==> config.mk <==
export PLATFORM = sky130hd
export DESIGN_NAME = imem_fetch_ctrl
export DESIGN_NICKNAME = d
export VERILOG_FILES = /design/src/rtl/imem_fetch_ctrl.sv
export SDC_FILE = /design/constraint.sdc
export NUM_CORES = 1
export LEC_CHECK = 0
export ABC_AREA = 1
export BUFFER_PORTS_ARGS = -buffer_cell sky130_fd_sc_hd__buf_2
export CORE_ASPECT_RATIO = 0.7
export CORE_MARGIN = 3
export CORE_UTILIZATION = 55
export CTS_CLUSTER_SIZE = 12
export DETAILED_ROUTE_END_ITERATION = 7
export MAX_ROUTING_LAYER = met4
export PLACE_DENSITY = 0.92
export SLEW_MARGIN = 20
export SYNTH_ARGS = -nofsm -noshare
export SYNTH_HDL_FRONTEND = slang
export SYNTH_SLANG_ARGS = --single-unit
==> constraint.sdc <==
create_clock -name clk_i -period 1.7 [get_ports clk_i]
set_input_delay 0.085 -clock clk_i [delete_from_list [all_inputs] [get_ports clk_i]]
set_output_delay 0.085 -clock clk_i [all_outputs]
set_load 0.03 [all_outputs]
==> src/rtl/imem_fetch_ctrl.sv <==
// Instruction fetch controller.
// Owns the fetch PC, drives the instruction memory address, and buffers returned
// words in a small pointer-ring prefetch queue presented to decode over valid/ready.
// A redirect from execute flushes the queue and restarts fetch at the target.

module imem_fetch_ctrl #(
    parameter logic [31:0] RESET_PC = 32'h0000_0000,
    parameter int unsigned DEPTH    = 2
) (
    input  logic        clk_i,
    input  logic        rst_ni,
    input  logic        run_i,
    output logic [31:0] imem_addr_o,
    input  logic [31:0] imem_data_i,
    input  logic        redirect_valid_i,
    input  logic [31:0] redirect_pc_i,
    output logic        out_valid_o,
    input  logic        out_ready_i,
    output logic [31:0] out_inst_o,
    output logic [31:0] out_pc_o
);

    localparam int unsigned PtrW = (DEPTH > 1) ? $clog2(DEPTH) : 1;
    localparam int unsigned CntW = $clog2(DEPTH + 1);
    localparam logic [PtrW-1:0] PtrLast = PtrW'(DEPTH - 1);
    localparam logic [CntW-1:0] CntFull = CntW'(DEPTH);
    localparam logic [31:0]     NopInst = 32'h0000_0013;

    logic [31:0]     fetch_pc_q, fetch_pc_d;
    logic [PtrW-1:0] rd_ptr_q, rd_ptr_d;
    logic [PtrW-1:0] wr_ptr_q, wr_ptr_d;
    logic [CntW-1:0] count_q, count_d;
    logic [31:0]     pc_mem_q   [DEPTH];
    logic [31:0]     inst_mem_q [DEPTH];

    logic pop;
    logic fetch;

    // Redirect targets are word aligned; the low bits are deliberately ignored.
    logic unused_redirect_lsbs;
    assign unused_redirect_lsbs = ^redirect_pc_i[1:0];

    // Ring pointers wrap explicitly so non-power-of-two depths work.
    function automatic logic [PtrW-1:0] ptr_inc(input logic [PtrW-1:0] p);
        return (p == PtrLast) ? '0 : p + 1'b1;
    endfunction

    // Handshake and fetch qualification.
    always_comb begin
        pop   = out_valid_o & out_ready_i;
        // A pop in the same cycle frees a slot, so a full queue still streams.
        fetch = run_i & ~redirect_valid_i & ((count_q < CntFull) | pop);
    end

    // Next-state for PC, pointers and occupancy; redirect overrides everything.
    always_comb begin
        fetch_pc_d = fetch_pc_q;
        rd_ptr_d   = rd_ptr_q;
        wr_ptr_d   = wr_ptr_q;
        count_d    = count_q;
        if (redirect_valid_i) begin
            // Any same-cycle pop is accepted by decode and then discarded by the flush.
            fetch_pc_d = {redirect_pc_i[31:2], 2'b00};
            rd_ptr_d   = '0;
            wr_ptr_d   = '0;
            count_d    = '0;
        end else begin
            if (fetch) begin
                fetch_pc_d = fetch_pc_q + 32'd4;
                wr_ptr_d   = ptr_inc(wr_ptr_q);
            end
            if (pop) begin
                rd_ptr_d = ptr_inc(rd_ptr_q);
            end
            if (fetch && !pop) begin
                count_d = count_q + 1'b1;
            end else if (pop && !fetch) begin
                count_d = count_q - 1'b1;
            end
        end
    end

    // Control state registers.
    always_ff @(posedge clk_i or negedge rst_ni) begin
        if (!rst_ni) begin
            fetch_pc_q <= RESET_PC;
            rd_ptr_q   <= '0;
            wr_ptr_q   <= '0;
            count_q    <= '0;
        end else begin
            fetch_pc_q <= fetch_pc_d;
            rd_ptr_q   <= rd_ptr_d;
            wr_ptr_q   <= wr_ptr_d;
            count_q    <= count_d;
        end
    end

    // Queue storage: the fetched word is captured at the write pointer.
    always_ff @(posedge clk_i or negedge rst_ni) begin
        if (!rst_ni) begin
            for (int i = 0; i < int'(DEPTH); i++) begin
                pc_mem_q[i]   <= '0;
                inst_mem_q[i] <= NopInst;
            end
        end else if (fetch) begin
            pc_mem_q[wr_ptr_q]   <= fetch_pc_q;
            inst_mem_q[wr_ptr_q] <= imem_data_i;
        end
    end

    // Outputs come straight from registers; empty queue presents NOP at PC 0.
    always_comb begin
        imem_addr_o = fetch_pc_q;
        out_valid_o = (count_q != '0);
        out_inst_o  = NopInst;
        out_pc_o    = '0;
        if (out_valid_o) begin
            out_inst_o = inst_mem_q[rd_ptr_q];
            out_pc_o   = pc_mem_q[rd_ptr_q];
        end
    end

endmodule
Yosys cells after proc, flatten, opt, wreduce, memory -nomap -nowiden
Cells that the tools add are included.

cells by class
  magnitude comparators = 4
  $add $sub $neg = 5
  div/mod/pow operators = 0
  shifts and indexed selects = 0
  multipliers = 0
  muxes and demuxes = 23
  bitwise operators = 7
  reduce and logical (&&, ||, !) cells = 9
  eq/ne operators = 0

operators by type and width
  operator                 count
  $mux W32                 11
  $bwmux W64               2
  $add A32 B3 Y32 const B  1
  $demux W32 S1            1
  $mux W1                  6
  $mux W2                  3
  $reduce_bool A2 Y1       3
  $ge A2 B2 Y1 const B     2
  $not A1 Y2               2
  $and A1 B1 Y1            3
  $logic_and A1 B1 Y1      3
  $reduce_bool A3 Y1       1
  $add A1 B1 Y1 const B    2
  $add A2 B1 Y2 const B    1
  $logic_not A1 Y1         2
  $lt A2 B1 Y1 const B     1
  $lt A2 B2 Y1 const B     1
  $sub A2 B1 Y2 const B    1
  $not A1 Y1               1
  $or A1 B1 Y1             1

storage, ports and cells
  bits in registers = 164
  memories kept = 0
  bits in writable memories = 0
  input bits = 69
  latch bits = 0
  output and inout bits = 97
  logic and storage cells = 56
  bits in read-only memories = 0

Depth between registers and ports, before layout
  word-level depth = 9
  gate-level depth with buffers = 10
  mapped depth without buffers = 10

Worst setup path after synthesis
Ideal clock, no wire load.

  path type = reg2reg
  from = register fetch_pc_q[3] (netlist: imem_addr_o[3])
  to = register fetch_pc_q[26] (netlist: imem_addr_o[26])
  period minus slack after synthesis = 1.605 ns
  arrival = 1.489 ns
  path buffers = 0
  data required time = 1.584 ns
  setup time = 0.116 ns
  path slack = 0.095 ns
  stages on the path, launching flop included = 11
  cells stage by stage = dfrtp_1 > ha_1 > inv_1 > nor2_1 > nand2_2 > nor2_4 > nand3_1 > nand2_1 > inv_1 > nand2_1 > nand2_1

between the ends
  word-level cells in the longest chain between the ends = 3

RTL lines
  what                    RTL line  text
  from (decl)             29        logic [31:0] fetch_pc_q, fetch_pc_d;
  from (signal assigned)  91        fetch_pc_q <= fetch_pc_d;
  $add A32 B3 Y32         69        fetch_pc_d = fetch_pc_q + 32'd4;
  $mux W32                68        if (fetch) begin
  $mux W32                61        if (redirect_valid_i) begin

No other way between the ends. The select of a mux whose other input is x is not followed.
A chain may end at the register's enable or synchronous reset.

Final worst setup path
  from = register rd_ptr_q
  to = output port out_pc_o[28]

between the ends
  word-level cells in the longest chain between the ends = 5

RTL lines
  what                                          RTL line  text
  from (decl)                                   30        logic [PtrW-1:0] rd_ptr_q, rd_ptr_d;
  from (signal assigned)                        92        rd_ptr_q <= rd_ptr_d;
  $not A1 Y2 (not written as such)              119       out_pc_o = pc_mem_q[rd_ptr_q];
  $mux W32 (not written as such) (3 in series)  119
  $mux W32                                      117       if (out_valid_o) begin
  to (decl)                                     20        output logic [31:0] out_pc_o

No other way between the ends. The select of a mux whose other input is x is not followed.

==> qor.csv <==
metric,value,unit
vias,7999,
Power Dens Cells,1370,nW/µm²
Sequential Power Share,0.392,
"Top FF cell, synth",dfrtp_1,
RSZ-0062 raised after global routing,true,
top cell type's share of synthesized area,0.483,
"Core Util, Final",0.773,
crit share post-route,1.02,
Slew Limit Fails,0,
HPWL Detailed,14400,µm
first-pass GRT wire length,38300,µm
Starting Density,0.581,
total chip power,14.4,mW
fmax,578,MHz
# fillers,943,
Worst IR Drop VDD,0.000894,V
leakage,5.20,nW
Internal Power,8.86,mW
"area leader, netlist",dfrtp_1,
"Max FO, Critical Path",30,
fin nets,1326,
I/O Pins,166,
1st-iter DRT viols,893,
CTS tree,yes,
Avg Synthesized Cell Area,7.56,µm²
Die H,106,µm
Crit. End Element,primary output,
routed len/inst,17.1,µm
Min-Delay Path Class,primary input to flop,
Comb power frac,0.342,
DRC viols,0,
routability congestion estimate,1.02,
ANT nets after route,0,
drt pass-1 iters,5,
worst skew pair latency,0.42,ns
number of global-route vias before repair,7607,
initial antenna violation count,0,
placed cell count,1351,
core area,13600,µm²
PnR worst setup slack,-0.0289,ns
final std cells w/o fill,1454,
setup violators final,4,
CTS root buffer,clkbuf_16,
critical path arrival,1.64,ns
async set or reset register ratio after synthesis,1.00,
GRT Total Usage,0.315,
row count,35,
# clock sinks,158,
Max H-tree Level,4,
CTS Buffer Depth,2,
status,finished with violations,
sw frac,0.383,
largest net degree at the start of global routing,68,
area of the mapped netlist,7880,µm²
area grow syn2layout,33.2,%
category of the most critical setup path,flop to primary output,
final wirelength,24800,µm
GR Overflow Total,0,
Die Span X,149,µm
max_cap viols,0,
hold path startpoint,redirect_pc_i[17],
#FFs+latches synth,158,
CP startpoint,rd_ptr_q$_DFFE_PN0P_,
number of flops mapped to enable cells by yosys,0,
"Distinct cells, synth",34,
"CTS clk-pin slew, worst paths",0.06,ns
IO Port Bufs,159,
share of layout cells above drive strength 1,0.210,
sw power,5.50,mW
Syn. warnings,0,
Setup crit start kind,flop,
clk_skew,0.00966,ns
most frequent cells after synthesis,"nand2_1, dfrtp_1, o21ai_0, inv_1, a21oi_1",
Period minus WS final,1.73,ns
Synth area leaders,"dfrtp_1, nand2_1, o21ai_0, inv_1, a21oi_1",
DIE AREA,15800,µm²
Via density,5.50,
failing checks,negative setup slack,
ant diodes,0,
Gate Count Post-Synth,1042,
sequential fraction of the synthesis area,0.503,
total CTS buffers,17,
Clock Power Share,0.266,
worst endpoint required time,1.62,ns
reg-to-reg startpoint,imem_addr_o[3]$_DFFE_PN0P_,
most common cell in the synthesized netlist,nand2_1,
final hold violations,0,
[cell type report]
class                      instances  area [µm²]  share of cell area
clock inverter                    14         159              0.0151
clock buffer                      18         429              0.0409
tap                              185         231              0.0221
multi-input combinational        732        3330               0.317
inverter                          97         382              0.0364
timing repair buffer             250        2000               0.191
sequential                       158        3970               0.378
[layout by cell type (no fill, tap or decap), types with 4 or more instances in the layout]
| cell type | count |
|---|---|
| nand2_1 | 403 |
| conb_1 | 4 |
| nor2_4 | 4 |
| clkinv_4 | 4 |
| clkinvlp_4 | 4 |
| dfrtp_1 | 149 |
| nor2_2 | 6 |
| nor2_1 | 39 |
| clkbuf_16 | 19 |
| dfstp_2 | 6 |
| buf_12 | 10 |
| nand3_1 | 24 |
| o21ai_0 | 109 |
| dlygate4sd3_1 | 60 |
| a21oi_1 | 52 |
| buf_6 | 5 |
| o21ai_1 | 43 |
| xor2_1 | 5 |
| buf_4 | 57 |
| inv_1 | 93 |
| nor3_1 | 5 |
| a21oi_2 | 13 |
| inv_6 | 4 |
| buf_2 | 111 |
[power by group through the flow]
stage	clock network, mW	registers [mW]	logic, mW
2_1_floorplan	0	5.63	2.74
3_3_place_gp	0	5.56	3.96
3_5_place_dp	0	5.62	4.08
4_1_cts	3.86	5.57	4.55
5_1_grt	4.00	5.75	5.35
6_report	3.82	5.63	4.91
[path summary, 6_finish.rpt]
check	end	slack, ns	depth (start not counted)
min reg2reg	inst_mem_q[33]$_DFFE_PN1P_	0.48	2
max in group asynchronous	imem_addr_o[16]$_DFFE_PN0P_	0.92	3
max	out_pc_o[28]	-0.03	4
min	imem_addr_o[17]$_DFFE_PN0P_	0.003	5
max reg2reg	imem_addr_o[11]$_DFFE_PN0P_	0.10	8
min in group asynchronous	pc_mem_q[9]$_DFFE_PN0P_	0.11	2
[stage by stage]
step	hold slack, ns	worst slack (ns)	setup TNS (ns)	cell area, µm²
after floorplan	-0.211	0.0946	0	7890
after global placement	-0.0110	0.0511	0	8850
after detailed placement	-0.0101	0.000302	0	8850
after CTS	0.000892	-0.0476	-0.914	10300
after global routing	0.0233	-0.0927	-1.27	10500
final	0.00342	-0.0289	-0.0470	10500
[timing repair]
action                                  4_1_cts  5_1_grt
resized for setup                            61       39
pin swaps                                     0        3
cloned                                        2        2
endpoints found under the setup margin       51      181
buffers inserted                              0        7
hold endpoints to repair                    242        0
hold buffers                                 60        0
[flip-flops by register name, summed over array words and instances, names as in the netlist]
| name | cells |
|---|---|
| inst_mem_q | 64 |
| pc_mem_q | 60 |
| imem_addr_o | 30 |
| count_q | 2 |
| wr_ptr_q | 1 |
| rd_ptr_q | 1 |
[logic make-up (layout without fill, tap and decap cells)]
logic type	Yosys count	in the layout	share of synthesized area
AOI/OAI and AO/OA	230	230	0.150
DFF	158	158	0.503
and+or+nand+nor	491	491	0.247
other	1	4	0.000476
adders and majority gates	1	1	0.00159
buffers and inverters	155	379	0.0913
xor gates and xnor gates	6	6	0.00667
[per-layer routing]
metal | routed length, µm | share of wire | vias up | global-route usage
met2 | 11400 | 0.46 | 424 | 0.474
li1 | - | - | 3728 | -
met1 | 10400 | 0.42 | 3790 | 0.422
met5 | 0 | 0 | - | -
met4 | 660 | 0.027 | 0 | 0.121
met3 | 2370 | 0.096 | 57 | 0.0677
[worst max-delay path, stage by stage (launching register included)]
cell,delay (ns)
dfrtp_2,0.43
buf_8,0.24
nand2_1,0.09
a21oi_1,0.24
buf_4,0.21
Power figures use the tool's default switching activity.
